[config.mk]
export PLATFORM = sky130hd
export DESIGN_NAME = multi_counter_sram
export DESIGN_NICKNAME = d
export VERILOG_FILES = /design/src/rtl/multi_counter_sram_pkg.sv /design/src/rtl/multi_counter_sram_alu.sv /design/src/rtl/multi_counter_sram.sv
export SDC_FILE = /design/constraint.sdc
export NUM_CORES = 2
export LEC_CHECK = 0
export ABC_AREA = 1
export BUFFER_PORTS_ARGS = -buffer_cell sky130_fd_sc_hd__buf_2
export CORE_MARGIN = 5
export CORE_UTILIZATION = 50
export CTS_BUF_LIST = sky130_fd_sc_hd__clkbuf_16
export DETAILED_ROUTE_END_ITERATION = 10
export HOLD_SLACK_MARGIN = 0.08
export PLACE_DENSITY = 0.7
export SLEW_MARGIN = 0
export SYNTH_ARGS = -nofsm -noshare
export SYNTH_HDL_FRONTEND = slang
export SYNTH_SLANG_ARGS = --single-unit
[constraint.sdc]
create_clock -name clk -period 9.8 [get_ports clk]
set_input_delay 0 -clock clk [delete_from_list [all_inputs] [get_ports clk]]
set_output_delay 0 -clock clk [all_outputs]
set_load 0.01 [all_outputs]
[src/rtl/multi_counter_sram_pkg.sv]
// Shared definitions for the SRAM-backed counter bank.
//   op_t        : 3-bit command opcode
//   state_t     : zero-sweep / run state
//   OP_WRITE_B  : attribute bit set when an opcode writes the counter back
//   OP_OUTPUT_B : attribute bit set when an opcode produces a response
//   op_attr()   : opcode -> attribute bits
package multi_counter_sram_pkg;

  typedef enum logic [2:0] {
    OP_NOP  = 3'd0,
    OP_INIT = 3'd1,
    OP_ADD  = 3'd2,
    OP_SUB  = 3'd3,
    OP_QRY  = 3'd4,
    OP_FADD = 3'd5
  } op_t;

  typedef enum logic {
    ST_SWEEP = 1'b0,
    ST_RUN   = 1'b1
  } state_t;

  localparam int OP_WRITE_B  = 0;
  localparam int OP_OUTPUT_B = 1;

  // Undefined encodings behave as NOP: no write, no response.
  function automatic logic [1:0] op_attr(op_t op);
    logic [1:0] a;
    case (op)
      OP_INIT: a = 2'b01;
      OP_ADD:  a = 2'b01;
      OP_SUB:  a = 2'b01;
      OP_QRY:  a = 2'b10;
      OP_FADD: a = 2'b11;
      default: a = 2'b00;
    endcase
    return a;
  endfunction

endpackage

[src/rtl/multi_counter_sram_alu.sv]
// Combinational counter arithmetic.
//   op  : opcode of the executing command
//   a   : current counter value (after forwarding)
//   b   : command operand
//   res : new counter value (wrapped or clamped according to SAT)
//   ovf : carry out of ADD/FADD or borrow out of SUB
module multi_counter_sram_alu
  import multi_counter_sram_pkg::*;
#(
  parameter int W   = 32,
  parameter int SAT = 0
) (
  input  logic [2:0]   op,
  input  logic [W-1:0] a,
  input  logic [W-1:0] b,
  output logic [W-1:0] res,
  output logic         ovf
);

  logic [W:0] sum;
  logic [W:0] diff;

  // Bit W of the widened result is the carry (add) or borrow (sub).
  assign sum  = {1'b0, a} + {1'b0, b};
  assign diff = {1'b0, a} - {1'b0, b};

  // Select result and overflow flag by opcode.
  always_comb begin
    res = a;
    ovf = 1'b0;
    case (op)
      OP_INIT: begin
        res = b;
        ovf = 1'b0;
      end
      OP_ADD, OP_FADD: begin
        ovf = sum[W];
        if ((SAT != 0) && sum[W]) begin
          res = {W{1'b1}};
        end else begin
          res = sum[W-1:0];
        end
      end
      OP_SUB: begin
        ovf = diff[W];
        if ((SAT != 0) && diff[W]) begin
          res = {W{1'b0}};
        end else begin
          res = diff[W-1:0];
        end
      end
      default: begin
        res = a;
        ovf = 1'b0;
      end
    endcase
  end

endmodule

[src/rtl/multi_counter_sram.sv]
// Bank of N W-bit counters held in a simple dual-port SRAM, driven by a
// four-stage command pipeline (S0 register, S1 read, S2 execute, S3 write
// back + output register). After every reset the SRAM is swept to zero
// while busy_r is high; commands presented during the sweep are dropped.
//   clk, rst           : clock, synchronous active-high reset
//   cmd_vld/cmd_rdy    : command handshake (cmd_rdy = ~busy_r)
//   cmd_op/id/dat      : opcode, counter index, operand
//   busy_r             : zero-sweep in progress
//   rsp_vld_r/id/dat   : response pulse for QRY / FADD
//   evt_vld_r/evt_id_r : carry/borrow event pulse
module multi_counter_sram
  import multi_counter_sram_pkg::*;
#(
  parameter int W   = 32,
  parameter int N   = 32,
  parameter int SAT = 0
) (
  input  logic                 clk,
  input  logic                 rst,
  input  logic                 cmd_vld,
  output logic                 cmd_rdy,
  input  logic [2:0]           cmd_op,
  input  logic [$clog2(N)-1:0] cmd_id,
  input  logic [W-1:0]         cmd_dat,
  output logic                 busy_r,
  output logic                 rsp_vld_r,
  output logic [$clog2(N)-1:0] rsp_id_r,
  output logic [W-1:0]         rsp_dat_r,
  output logic                 evt_vld_r,
  output logic [$clog2(N)-1:0] evt_id_r
);

  localparam int IW = $clog2(N);

  typedef struct packed {
    op_t           op;
    logic [IW-1:0] id;
    logic [W-1:0]  dat;
  } ucode_t;

  state_t        state;
  logic [IW-1:0] sweep_cnt;

  logic          s0_vld, s1_vld, s2_vld, s3_vld;
  ucode_t        s0_uc, s1_uc, s2_uc;
  logic [W-1:0]  s2_opv;
  op_t           s3_op;
  logic [IW-1:0] s3_id;
  logic [W-1:0]  s3_opv, s3_res;
  logic          s3_ovf;
  logic          s4_wr;
  logic [IW-1:0] s4_id;
  logic [W-1:0]  s4_res;

  logic [1:0]    s2_attr, s3_attr;
  logic          s2_wr, s3_wr;
  logic [W-1:0]  s1_fwd, s2_opv_f;
  logic [W-1:0]  alu_res;
  logic          alu_ovf;

  logic          mem_re, mem_we;
  logic [IW-1:0] mem_waddr;
  logic [W-1:0]  mem_wdata, mem_rdata;
  logic [W-1:0]  mem [N];

  assign cmd_rdy = ~busy_r;

  assign s2_attr = op_attr(s2_uc.op);
  assign s3_attr = op_attr(s3_op);
  assign s2_wr   = s2_vld & s2_attr[OP_WRITE_B];
  assign s3_wr   = s3_vld & s3_attr[OP_WRITE_B];

  // An S0 read that hits the address S3 is writing this edge is skipped; the
  // value is picked up from S4 one cycle later, so the SRAM never sees a
  // same-address read and write together.
  assign mem_re = s0_vld & ~(s3_wr & (s3_id == s0_uc.id));

  // Write port: zeros during the sweep, S3 write-back in run. A reset edge
  // blocks the write so a killed command leaves no trace.
  always_comb begin
    mem_we    = 1'b0;
    mem_waddr = s3_id;
    mem_wdata = s3_res;
    if (state == ST_SWEEP) begin
      mem_we    = ~rst;
      mem_waddr = sweep_cnt;
      mem_wdata = {W{1'b0}};
    end else begin
      mem_we    = ~rst & s3_wr;
      mem_waddr = s3_id;
      mem_wdata = s3_res;
    end
  end

  // Dual-port counter storage; contents are established by the sweep.
  always_ff @(posedge clk) begin
    if (mem_we) begin
      mem[mem_waddr] <= mem_wdata;
    end
    if (mem_re) begin
      mem_rdata <= mem[s0_uc.id];
    end
  end

  // S1 operand: youngest older writer wins (S2 result, then S3, then S4),
  // falling back to the SRAM read data.
  always_comb begin
    s1_fwd = mem_rdata;
    if (s2_wr && (s2_uc.id == s1_uc.id)) begin
      s1_fwd = alu_res;
    end else if (s3_wr && (s3_id == s1_uc.id)) begin
      s1_fwd = s3_res;
    end else if (s4_wr && (s4_id == s1_uc.id)) begin
      s1_fwd = s4_res;
    end else begin
      s1_fwd = mem_rdata;
    end
  end

  // S2 operand refresh from the two stages ahead of it.
  always_comb begin
    s2_opv_f = s2_opv;
    if (s3_wr && (s3_id == s2_uc.id)) begin
      s2_opv_f = s3_res;
    end else if (s4_wr && (s4_id == s2_uc.id)) begin
      s2_opv_f = s4_res;
    end else begin
      s2_opv_f = s2_opv;
    end
  end

  multi_counter_sram_alu #(
    .W   (W),
    .SAT (SAT)
  ) u_alu (
    .op  (s2_uc.op),
    .a   (s2_opv_f),
    .b   (s2_uc.dat),
    .res (alu_res),
    .ovf (alu_ovf)
  );

  // Zero-sweep FSM: SWEEP walks every address once, then RUN until reset.
  always_ff @(posedge clk) begin
    if (rst) begin
      state     <= ST_SWEEP;
      sweep_cnt <= {IW{1'b0}};
      busy_r    <= 1'b1;
    end else begin
      case (state)
        ST_SWEEP: begin
          sweep_cnt <= sweep_cnt + IW'(1);
          if (sweep_cnt == IW'(N - 1)) begin
            state  <= ST_RUN;
            busy_r <= 1'b0;
          end
        end
        ST_RUN: begin
          state  <= ST_RUN;
          busy_r <= 1'b0;
        end
        default: begin
          state     <= ST_SWEEP;
          sweep_cnt <= {IW{1'b0}};
          busy_r    <= 1'b1;
        end
      endcase
    end
  end

  // Command pipeline and registered outputs; reset clears every valid.
  always_ff @(posedge clk) begin
    if (rst) begin
      s0_vld    <= 1'b0;
      s1_vld    <= 1'b0;
      s2_vld    <= 1'b0;
      s3_vld    <= 1'b0;
      s4_wr     <= 1'b0;
      rsp_vld_r <= 1'b0;
      evt_vld_r <= 1'b0;
    end else begin
      s0_vld    <= cmd_vld & ~busy_r;
      s0_uc.op  <= op_t'(cmd_op);
      s0_uc.id  <= cmd_id;
      s0_uc.dat <= cmd_dat;

      s1_vld    <= s0_vld;
      s1_uc     <= s0_uc;

      s2_vld    <= s1_vld;
      s2_uc     <= s1_uc;
      s2_opv    <= s1_fwd;

      s3_vld    <= s2_vld;
      s3_op     <= s2_uc.op;
      s3_id     <= s2_uc.id;
      s3_opv    <= s2_opv_f;
      s3_res    <= alu_res;
      s3_ovf    <= alu_ovf;

      s4_wr     <= s3_wr;
      s4_id     <= s3_id;
      s4_res    <= s3_res;

      // Responses carry the pre-operation value (QRY: current, FADD: old).
      rsp_vld_r <= s3_vld & s3_attr[OP_OUTPUT_B];
      rsp_id_r  <= s3_id;
      rsp_dat_r <= s3_opv;
      evt_vld_r <= s3_vld & s3_ovf;
      evt_id_r  <= s3_id;
    end
  end

endmodule

==> metrics.md <==
| Metric | Value |
|---|---|
| Largest area contributor in the netlist | edfxtp_1 |
| Pin slew with the least headroom to its limit | 1.01 ns |
| Drt first pass iters | 8 |
| Mapped Cells | 5013 |
| Max Slew Vio Count | 0 |
| WL/cell | 24.3 um |
| FILL cells | 9420 |
| Pre-CTS WS | 4.79 ns |
| Synth cell types | 51 |
| Clock share of power | 0.413 |
| Switch share | 0.237 |
| Routed WL | 164 mm |
| Area after DPL | 0.0605 mm2 |
| # IOs | 89 |
| YS warnings | 0 |
| Vias per Instance | 6.00 |
| EDFF count, synth | 1350 |
| Final ANT Viol Nets | 0 |
| Util after Layout | 0.567 |
| Clk sinks | 1364 |
| Site Rows | 125 |
| Count leader, synth | edfxtp_1 |
| Final HPWL from detailed placement | 92.5 mm |
| CORE AREA | 0.116 mm2 |
| Synthesized flop and latch total | 1364 |
| Num CTS Buffers | 143 |
| Worst EP required | 10.28 ns |
| Input/output buffers | 88 |
| Largest net degree at the start of global routing | 162 |
| Syn Nets | 5126 |
| Die Area | 0.124 mm2 |
| GPL Wtd Cong | 0.940 |
| CTS hold repair buffers | 84 |
| Final cycle utilization of the critical path | 0.524 |
| Share of the synthesized area in the top cell type | 0.692 |
| Slew HR | 0.324 |
| CTS Buffer Depth | 3 |
| Sequential Power Share | 0.508 |
| FMAX | 195 MHz |
| Worst-Skew Late Latency | 0.75 ns |
| Initial DRC Count | 4955 |
| Total track usage | 0.257 |
| Critical Path Source Type | register |
| Vias in the first global route | 38676 |
| Setup Crit Path Kind | reg -> reg |
| Synth-to-Final Area Change | 12.6% |
| Setup Fix Bufs, Post-CTS | 0 |
| Mean Syn Cell Area | 11.7 um2 |
| Main synth FF type | edfxtp_1 |
| Number of max-cap violations | 0 |
| Final Net Count | 5223 |
| CTS clk-pin slew, worst paths | 0.06 ns |
| Pwr/cell area | 195 mW/mm2 |
| Cell area after layout | 0.0660 mm2 |
| Internal | 0.00981 W |
| Area contributors post-synth | edfxtp_1 (69%), o21ai_0 (5.6%), nor2_1 (4.7%) |
| # H-tree levels | 4 |
| DRC Markers | 0 |
| VDD IR-drop max | 149 uV |
| Crit path capture type | register |
| Final TNS setup | 0 ns |
| Initial antenna violation count | 5 |
| Pleak | 23.3 nW |
| Endpoints failing hold | 0 |
| Count of final setup violators | 0 |
| P_sw | 0.00305 W |
| Combinational power share | 0.079 |
| First-pass GRT wire length | 242 mm |
| Root Buffer Master | clkbuf_16 |
| Crit path DAT | 5.62 ns |
| RSZ-0062 raised after global routing | false |
| Cell area after synthesis | 0.0586 mm2 |
| Via count | 40482 |
| Die width | 352 um |
| Post-cts sizing count | 0 |
| Initial Utilization | 0.504 |
| Layout cells sized above 1 | 0.0804 |
| Final worst setup slack | 4.67 ns |
| Most frequent cells after synthesis | edfxtp_1 (1350), nor2_1 (726), o21ai_0 (652), nand2_1 (603), inv_1 (396) |
| Status | completed |
| Die Ht | 352 um |
| TritonCTS clock tree | yes |
| Worst-path fanout max | 42 |
| Final min period | 5.13 ns |
| Final Skew | 0.0297 ns |
| Aggregate global routing overflow | 0 |
| Min-delay worst type | in -> reg |
| Post-synth ARST share | 0 |
| Register area share after synthesis | 0.697 |
[cell type report]
type                       instances  area, um2  share of cell area
timing repair buffer             244       1870              0.0284
multi-input combinational       2953      15200               0.231
sequential                      1364      40800               0.619
inverter                         404       1550              0.0234
clock inverter                   109        900              0.0136
antenna                            1       2.50           0.0000379
tap                             1524       1910              0.0289
clock buffer                     149       3730              0.0565
[final timing paths]
kind | cells past startpoint | end | from | slack [ns]
worst max-delay path | 20 | s2_opv[25] | s4_id[4] | 4.67
worst min-delay path | 3 | s1_vld | rst | 0.20
worst min register to register | 0 | s1_uc[10] | s0_uc[10] | 0.40
worst max register to register | 20 | s2_opv[25] | s4_id[4] | 4.67
[layer usage]
layer / vias to the layer above / part of all wire / wire, um / global-route usage
met4: 2 / 0.037 / 6070 / 0.0926
met5: - / 0.000073 / 12 / 0
li1: 18315 / - / - / -
met3: 359 / 0.098 / 16100 / 0.0555
met1: 19714 / 0.40 / 65100 / 0.347
met2: 2092 / 0.47 / 76500 / 0.413
[state kept, by name, summed over array words and instances, names as in the netlist, 3 cells and up]
| name | flops |
|---|---|
| s3_res | 32 |
| s2_uc | 40 |
| s4_res | 32 |
| s3_op | 3 |
| rsp_dat_r | 32 |
| s4_id | 5 |
| s3_opv | 32 |
| s1_uc | 40 |
| s2_opv | 32 |
| sweep_cnt | 5 |
| s3_id | 5 |
| s0_uc | 40 |
| mem_rdata | 32 |
| mem | 1024 |
[layout by cell type (no fill, tap or decap), types with 13 or more instances in the layout]
cell type      count
a21oi_1          120
dfxtp_1           13
dlygate4sd3_1     84
nand2_1          602
nor2_1           693
o21ai_1           19
xor2_1            16
ha_1              68
a32oi_1           26
and2_1            27
nand3_1          267
buf_4             68
inv_1            416
buf_2             88
nor2_4            33
nor3_1            21
o21ai_0          652
o22ai_1           64
clkbuf_16        149
nand4_1           44
o221ai_1         196
clkinv_2          24
o211ai_1          35
a31oi_1           32
edfxtp_1        1350
clkinv_1          34
[power groups by stage]
stage | Sequential, W | Combinational [W] | Clock (W)
global placement | 0.00665 | 0.000952 | 0
CTS | 0.00653 | 0.000995 | 0.00538
finish | 0.00653 | 0.00101 | 0.00531
detailed placement | 0.00665 | 0.000966 | 0
global route | 0.00654 | 0.00110 | 0.00563
floorplan | 0.00664 | 0.000639 | 0
[critical path: stages, from the launching register on]
cell	delay, ns
edfxtp_1	0.46
inv_1	0.11
o21ai_0	0.09
a21oi_2	0.23
buf_4	0.32
nand3_2	0.75
nand2_1	0.26
nand3_1	0.12
o21ai_0	0.29
ha_1	0.50
nand2_1	0.19
nor2_1	0.34
nand2_1	0.18
nor3_1	0.27
nand2_1	0.18
nand3_1	0.11
nand2_1	0.05
nand3_1	0.10
nand3_1	0.16
nand3_1	0.11
nand2_1	0.06
[through the flow]
step | total power (W) | instances | hold slack [ns]
floorplan | 0.00728 | 5013 | 0.0989
CTS | 0.0129 | 6747 | 0.156
finish | 0.0129 | 6748 | 0.203
global route | 0.0133 | 6747 | 0.237
detailed placement | 0.00762 | 6405 | 0.178
global placement | 0.00760 | 6405 | 0.178
[cells by family after synthesis]
family / share of synthesized area
compound gates: 0.119
xor+xnor: 0.00269
fa+ha+maj: 0.0152
buf+inv: 0.0479
flops: 0.697
simple gates: 0.119
No activity file was read; power rests on OpenSTA's default activity.
